### src/rtl/seg7_scan_driver_pkg.sv
// ----------------------------------------------------------------------------
// seg7_scan_driver_pkg
//
// Shared definitions for the multiplexed 7-segment display driver.
//
// Segment bit order used everywhere in this block:
//   seg[6] = a, seg[5] = b, seg[4] = c, seg[3] = d,
//   seg[2] = e, seg[1] = f, seg[0] = g
// A '1' in a pattern means the segment is lit (before any output polarity
// inversion applied at the pins).
// ----------------------------------------------------------------------------
package seg7_scan_driver_pkg;

    typedef logic [6:0] seg_t;

    // Bit positions of the individual segments inside seg_t.
    localparam int SEG_BIT_A = 6;
    localparam int SEG_BIT_B = 5;
    localparam int SEG_BIT_C = 4;
    localparam int SEG_BIT_D = 3;
    localparam int SEG_BIT_E = 2;
    localparam int SEG_BIT_F = 1;
    localparam int SEG_BIT_G = 0;

    // Digit patterns, {a,b,c,d,e,f,g}.
    localparam seg_t SEG_0    = 7'b1111110;
    localparam seg_t SEG_1    = 7'b0110000;
    localparam seg_t SEG_2    = 7'b1101101;
    localparam seg_t SEG_3    = 7'b1111001;
    localparam seg_t SEG_4    = 7'b0110011;
    localparam seg_t SEG_5    = 7'b1011011;
    localparam seg_t SEG_6    = 7'b1011111;
    localparam seg_t SEG_7    = 7'b1110000;
    localparam seg_t SEG_8    = 7'b1111111;
    localparam seg_t SEG_9    = 7'b1111011;
    // Non-decimal codes 10..15 are shown as a single middle bar.
    localparam seg_t SEG_DASH = 7'b0000001;
    localparam seg_t SEG_OFF  = 7'b0000000;

endpackage

### src/rtl/seg7_scan_driver_bcd_to_seg7.sv
// ----------------------------------------------------------------------------
// bcd_to_seg7
//
// Purely combinational 4-bit BCD to 7-segment decoder. Codes 0..9 give the
// standard digit shapes; codes 10..15 give a dash.
//
// Ports:
//   bcd  in   4  BCD digit code
//   seg  out  7  lit segments, {a,b,c,d,e,f,g}, active-high
// ----------------------------------------------------------------------------
module bcd_to_seg7
    import seg7_scan_driver_pkg::*;
(
    input  logic [3:0] bcd,
    output seg_t       seg
);

    always_comb begin
        case (bcd)
            4'd0:    seg = SEG_0;
            4'd1:    seg = SEG_1;
            4'd2:    seg = SEG_2;
            4'd3:    seg = SEG_3;
            4'd4:    seg = SEG_4;
            4'd5:    seg = SEG_5;
            4'd6:    seg = SEG_6;
            4'd7:    seg = SEG_7;
            4'd8:    seg = SEG_8;
            4'd9:    seg = SEG_9;
            default: seg = SEG_DASH;
        endcase
    end

endmodule

### src/rtl/seg7_scan_driver.sv
// ----------------------------------------------------------------------------
// seg7_scan_driver
//
// Time-multiplexed N-digit 7-segment display driver. A packed BCD word is
// accepted over a valid/ready handshake into a pending buffer and copied to
// the display buffer only when the scan wraps back to digit 0, so a frame is
// never drawn from two different words. One digit is enabled at a time for
// REFRESH_DIV clock cycles. Optional leading-zero blanking and an output
// polarity switch for common-anode boards are provided.
//
// Parameters:
//   NUM_DIGITS   number of digits scanned (1..8)
//   REFRESH_DIV  clock cycles each digit stays enabled (>= 2)
//   ACTIVE_LOW   1 inverts seg, dp and an at the output registers
//
// Ports:
//   clk          in   1             system clock
//   rst          in   1             synchronous, active-high reset
//   load_valid   in   1             new display word offered
//   load_ready   out  1             pending buffer empty, word can be taken
//   bcd_in       in   4*NUM_DIGITS  packed BCD, digit 0 (LSD) in [3:0]
//   dp_in        in   NUM_DIGITS    decimal point per digit
//   blank_lz_en  in   1             leading-zero blanking enable (live)
//   seg          out  7             {a,b,c,d,e,f,g} of active digit, registered
//   dp           out  1             decimal point of active digit, registered
//   an           out  NUM_DIGITS    one-hot digit enable, registered
//   frame_done   out  1             one-cycle pulse on the wrap to digit 0
// ----------------------------------------------------------------------------
module seg7_scan_driver
    import seg7_scan_driver_pkg::*;
#(
    parameter int NUM_DIGITS  = 4,
    parameter int REFRESH_DIV = 1000,
    parameter bit ACTIVE_LOW  = 1'b0
) (
    input  logic                    clk,
    input  logic                    rst,
    input  logic                    load_valid,
    output logic                    load_ready,
    input  logic [4*NUM_DIGITS-1:0] bcd_in,
    input  logic [NUM_DIGITS-1:0]   dp_in,
    input  logic                    blank_lz_en,
    output seg_t                    seg,
    output logic                    dp,
    output logic [NUM_DIGITS-1:0]   an,
    output logic                    frame_done
);

    localparam int IDX_W = (NUM_DIGITS > 1) ? $clog2(NUM_DIGITS) : 1;
    localparam int PRE_W = $clog2(REFRESH_DIV);

    localparam logic [PRE_W-1:0] PRE_LAST = PRE_W'(REFRESH_DIV - 1);
    localparam logic [IDX_W-1:0] IDX_LAST = IDX_W'(NUM_DIGITS - 1);

    // XOR masks that turn an active-high value into the pin level.
    localparam seg_t                  SEG_POL = {7{ACTIVE_LOW}};
    localparam logic [NUM_DIGITS-1:0] AN_POL  = {NUM_DIGITS{ACTIVE_LOW}};

    logic [PRE_W-1:0]            prescaler;
    logic [IDX_W-1:0]            idx;
    logic [NUM_DIGITS-1:0][3:0]  disp_bcd;
    logic [NUM_DIGITS-1:0]       disp_dp;
    logic [NUM_DIGITS-1:0][3:0]  pend_bcd;
    logic [NUM_DIGITS-1:0]       pend_dp;
    logic                        pending_full;

    logic                        tick;
    logic                        frame_wrap;
    logic                        load_fire;

    logic [3:0]                  cur_bcd;
    seg_t                        cur_pattern;
    logic                        zero_run;
    logic [NUM_DIGITS-1:0]       lz_mask;
    logic                        cur_blank;
    seg_t                        seg_next;
    logic [NUM_DIGITS-1:0]       an_next;

    // ------------------------------------------------------------------------
    // Scan timing and handshake
    // ------------------------------------------------------------------------
    assign tick       = (prescaler == PRE_LAST);
    assign frame_wrap = tick && (idx == IDX_LAST);
    assign frame_done = frame_wrap && !rst;

    assign load_ready = !pending_full && !rst;
    assign load_fire  = load_valid && load_ready;

    // ------------------------------------------------------------------------
    // Current digit decode
    // ------------------------------------------------------------------------
    assign cur_bcd = disp_bcd[idx];

    bcd_to_seg7 u_decode (
        .bcd (cur_bcd),
        .seg (cur_pattern)
    );

    // lz_mask[i] is set when display digits i..NUM_DIGITS-1 are all zero,
    // built by walking down from the most significant digit.
    always_comb begin
        // NOTE: every variable written here gets a value before any branch or
        // loop can skip it, so no latch is inferred.
        zero_run = 1'b1;
        lz_mask  = '0;
        for (int i = NUM_DIGITS - 1; i >= 0; i--) begin
            zero_run   = zero_run && (disp_bcd[i] == 4'd0);
            lz_mask[i] = zero_run;
        end
    end

    // Digit 0 always shows, so a zero value still displays as "0".
    assign cur_blank = blank_lz_en && (idx != '0) && lz_mask[idx];

    always_comb begin
        seg_next     = cur_blank ? SEG_OFF : cur_pattern;
        an_next      = '0;
        an_next[idx] = 1'b1;
    end

    // ------------------------------------------------------------------------
    // State and output registers
    // ------------------------------------------------------------------------
    always_ff @(posedge clk) begin
        // NOTE: sequential state uses non-blocking assignments so every
        // register samples the pre-edge values regardless of statement order.
        if (rst) begin
            prescaler    <= '0;
            idx          <= '0;
            disp_bcd     <= '0;
            disp_dp      <= '0;
            pend_bcd     <= '0;
            pend_dp      <= '0;
            pending_full <= 1'b0;
            seg          <= SEG_POL;
            dp           <= ACTIVE_LOW;
            an           <= AN_POL;
        end else begin
            seg <= seg_next ^ SEG_POL;
            dp  <= disp_dp[idx] ^ ACTIVE_LOW;
            an  <= an_next ^ AN_POL;

            if (tick) begin
                prescaler <= '0;
                idx       <= frame_wrap ? '0 : idx + 1'b1;
            end else begin
                prescaler <= prescaler + 1'b1;
            end

            // Display only changes on a frame boundary, and only if a word is
            // waiting.
            if (frame_wrap && pending_full) begin
                disp_bcd     <= pend_bcd;
                disp_dp      <= pend_dp;
                pending_full <= 1'b0;
            end

            // A capture requires an empty pending buffer, so it never collides
            // with the transfer above; a word captured on a boundary is shown
            // from the following frame.
            if (load_fire) begin
                pend_bcd     <= bcd_in;
                pend_dp      <= dp_in;
                pending_full <= 1'b1;
            end
        end
    end

endmodule

### config.mk
export PLATFORM = sky130hd
export DESIGN_NAME = seg7_scan_driver
export DESIGN_NICKNAME = d
export VERILOG_FILES = /design/src/rtl/seg7_scan_driver_pkg.sv /design/src/rtl/seg7_scan_driver_bcd_to_seg7.sv /design/src/rtl/seg7_scan_driver.sv
export SDC_FILE = /design/constraint.sdc
export NUM_CORES = 1
export LEC_CHECK = 0
export BUFFER_PORTS_ARGS = -buffer_cell sky130_fd_sc_hd__buf_2
export CAP_MARGIN = 20
export CORE_MARGIN = 3
export CORE_UTILIZATION = 50
export CTS_CLUSTER_SIZE = 8
export DETAILED_ROUTE_END_ITERATION = 6
export HOLD_SLACK_MARGIN = 0.15
export PLACE_DENSITY = 0.71
export SYNTH_ARGS = -nofsm -noshare
export SYNTH_HDL_FRONTEND = slang
export SYNTH_SLANG_ARGS = --single-unit
### constraint.sdc
create_clock -name clk -period 2.9 [get_ports clk]
set_clock_uncertainty 0.15 [all_clocks]
set_input_delay 0.435 -clock clk [delete_from_list [all_inputs] [get_ports clk]]
set_output_delay 0.435 -clock clk [all_outputs]
set_load 0.01 [all_outputs]
==> impl_metrics.env <==
export IMPL_overflow=0
export IMPL_htreeDepth=3
export IMPL_crit_path_cell_trace="mux4_1 -> inv_1 -> ha_1 -> or2b_1 -> a21oi_1 -> nor3_1"
export IMPL_ys_ff_latch=65
export IMPL_dr_wl_met2_um=2260
export IMPL_core_area_um2=5200
export IMPL_top_layer="met4"
export IMPL_avgSynthCellArea_um2=9.40
export IMPL_drt_wirelength_per_cell_um=11.7
export IMPL_r2r_slack_ps=480
export IMPL_rows=26
export IMPL_slowest_stage="mux4_1"
export IMPL_fmax_mhz=413
export IMPL_final_area_um2=3380
export IMPL_syn_nets=328
export IMPL_critical_path_class="register to register"
export IMPL_tightest_slew_ps=491
export IMPL_num_vias=2064
export IMPL_grt_max_degree=44
export IMPL_die_h_um=80.2
export IMPL_hold_class="input pin to register"
export IMPL_final_hold_violation_count=0
export IMPL_m1WireLength_um=2340
export IMPL_fill_cells=448
export IMPL_status="finished clean"
export IMPL_period_needed_ps=2420
export IMPL_ir_drop_mv=0.441
export IMPL_synthArstFlopShare_pct=0
export IMPL_reg2reg_depth=6
export IMPL_crit_cells=6
export IMPL_route_met3_wl_um=245
export IMPL_insertion_delay_ps=340
export IMPL_clock_root_buffer="clkbuf_8"
export IMPL_tns_ps=0
export IMPL_ys_warn_count=0
export IMPL_yosysSeqAreaShare_pct=47.3
export IMPL_startpoint_type="register"
export IMPL_path_delay_family="multiplexers"
export IMPL_dp_cells=388
export IMPL_final_nets=384
export IMPL_max_stage_delay_ps=680
export IMPL_seq_area_um2=1300
export IMPL_syn_area_um2=2750
export IMPL_critPathCapture="seg[3]"
export IMPL_placed_cell_area_um2=2980
export IMPL_power_density_nw_per_um2=535
export IMPL_ios=38
export IMPL_drt_iter0_drc=59
export IMPL_synth_edf_count=0
export IMPL_cp_required_ps=2970
export IMPL_die_w_um=80.2
export IMPL_clock_sinks=65
export IMPL_ant_nets=0
export IMPL_grt_setup_unrepaired="false"
export IMPL_period_share_pct=83.6
export IMPL_total_power_w=0.00181
export IMPL_dp_hpwl_um=3280
export IMPL_avgViaCountPerCell=4.89
export IMPL_drt_total_wl_um=4930
export IMPL_clk_pin_slew_ps=60
export IMPL_instances_no_fill=422
export IMPL_grt_pass1_vias=1913
export IMPL_cts_made_buffers=9
export IMPL_cts_tree="built"
export IMPL_crit_fanout=12
export IMPL_antenna_found_initial=0
export IMPL_multi_input_area_um2=1330
export IMPL_grt_pass1_wl_um=8380
export IMPL_end_kind="register"
export IMPL_grtUsageTotal_pct=17.0
export IMPL_synthToLayoutAreaGrowth_pct=22.8
export IMPL_setup_viol=0
export IMPL_fp_dieArea_um2=6430
export IMPL_worst_path_buf_inv=1
export IMPL_arrival_ps=2490
export IMPL_portBuffers=37
export IMPL_drive_gt1_share_pct=17.3
export IMPL_relSlewSlack_pct=67.2
export IMPL_start_util_pct=52.9
export IMPL_first_pass_iters=5
export IMPL_n_antenna_cell=0
export IMPL_finalMaxSlewViolations=0
export IMPL_ys_types=32
export IMPL_fin_hold_ws_ps=209
export IMPL_drc=0
export IMPL_place_congestion=0.778
export IMPL_netlist_instances=293
export IMPL_leakage_nw=1.49
export IMPL_reg2reg_from="idx[0]"
export IMPL_crit_start="idx[0]"
export IMPL_cap_violations=0
export IMPL_clk_path_buf_depth=2
export IMPL_synthFlopType="dfxtp_1"
export IMPL_r2r_end="seg[3]"
## per-stage QoR
step | worst slack, ps | util (%)
floorplan | 747 | -
global placement | 553 | 57.2
detailed placement | 493 | 57.2
CTS | 469 | 65.0
global route | 296 | 65.0
finish | 476 | 65.0
## metal layers
layer,track usage (%),vias to the layer above
li1,-,1088
met1,20.0,927
met2,27.2,41
met3,7.06,8
met4,6.76,0
met5,0,-
## timing repair
item,in CTS,in global routing
resized for setup,0,0
hold buffers,20,0
endpoints found under the hold margin,20,0
buffers inserted,0,0
## placed cells by master, fill, tap and decap left out, types with 2 or more instances in the layout
| cell | n |
|---|---|
| dfxtp_1 | 65 |
| nor2_1 | 38 |
| buf_2 | 37 |
| nand2_1 | 25 |
| mux2i_1 | 22 |
| nand2b_1 | 21 |
| o21ai_0 | 21 |
| dlygate4sd3_1 | 20 |
| inv_1 | 12 |
| clkbuf_8 | 12 |
| ha_1 | 11 |
| a21oi_1 | 8 |
| nor3_1 | 8 |
| nor2b_1 | 6 |
| xnor2_1 | 6 |
| nand3_1 | 5 |
| nor4_1 | 5 |
| buf_4 | 4 |
| mux4_2 | 3 |
| and2_1 | 3 |
| mux4_1 | 2 |
| nor3b_1 | 2 |
| xor2_1 | 2 |
| nand4_1 | 2 |
| or2_0 | 2 |
## layout make-up
cell class | instances | share of cell area (%)
Inverter | 12 | 1.33
Timing Repair Buffer | 61 | 12.3
Multi-Input combinational cell | 200 | 39.3
Clock buffer | 12 | 4.88
Tap cell | 70 | 2.59
Sequential cell | 65 | 38.5
Clock inverter | 2 | 1.11
## worst min path at each step
| stage | to | depth (start not counted) | from | slack, ps |
|---|---|---|---|---|
| 6_report | pending_full | 3 | load_valid | 210 |
| 5_1_grt | pending_full | 3 | load_valid | 230 |
| 4_1_cts | pending_full | 3 | load_valid | 200 |
| 3_3_place_gp | prescaler[0] | 1 | prescaler[0] | 290 |
| 3_5_place_dp | prescaler[0] | 1 | prescaler[0] | 300 |
| 2_1_floorplan | prescaler[0] | 1 | prescaler[0] | 280 |
## sequential cells by signal, indices dropped and copies added (netlist names)
name / count
pend_bcd: 16
dp: 1
prescaler: 10
disp_dp: 4
pending_full: 1
pend_dp: 4
disp_bcd: 16
seg: 7
an: 4
idx: 2
## cells in the mapped netlist (all sizes together), types with 2 or more instances
library cell  instances  area share [%]
dfxtp                65              47
nor2                 38             5.2
nand2                25             3.4
mux2i                22             8.0
nand2b               21             4.8
o21ai                21             3.8
clkbuf               12             1.6
inv                  12             1.6
ha                   11             5.0
a21oi                 8             1.5
nor3                  8             1.5
nor2b                 6             1.4
xnor2                 6             1.9
mux4                  5             4.4
nand3                 5            0.91
nor4                  5             1.1
buf                   4             1.2
and2                  3            0.68
nor3b                 3             1.2
nand4                 2            0.45
or2                   2            0.45
xor2                  2            0.64
## logic make-up after synthesis
kind of cell	synth area share, %
simple gates	22.2
buf+inv	4.45
flops	47.3
fa+ha+maj	5.00
xor+xnor	2.54
compound gates	6.22
mux	12.4
## worst reg2reg max path, stage by stage, from the launching register on
cell and delay [ps]:
dfxtp_1 630, mux4_1 680, inv_1 160, ha_1 260, or2b_1 230, a21oi_1 140, nor3_1 50
## where the power goes
part	switching (W)	internal (W)
Sequential	0.0000151	0.000922
Combinational	0.0000441	0.0000534
Clock	0.000316	0.000457
Power figures use the tool's default switching activity.
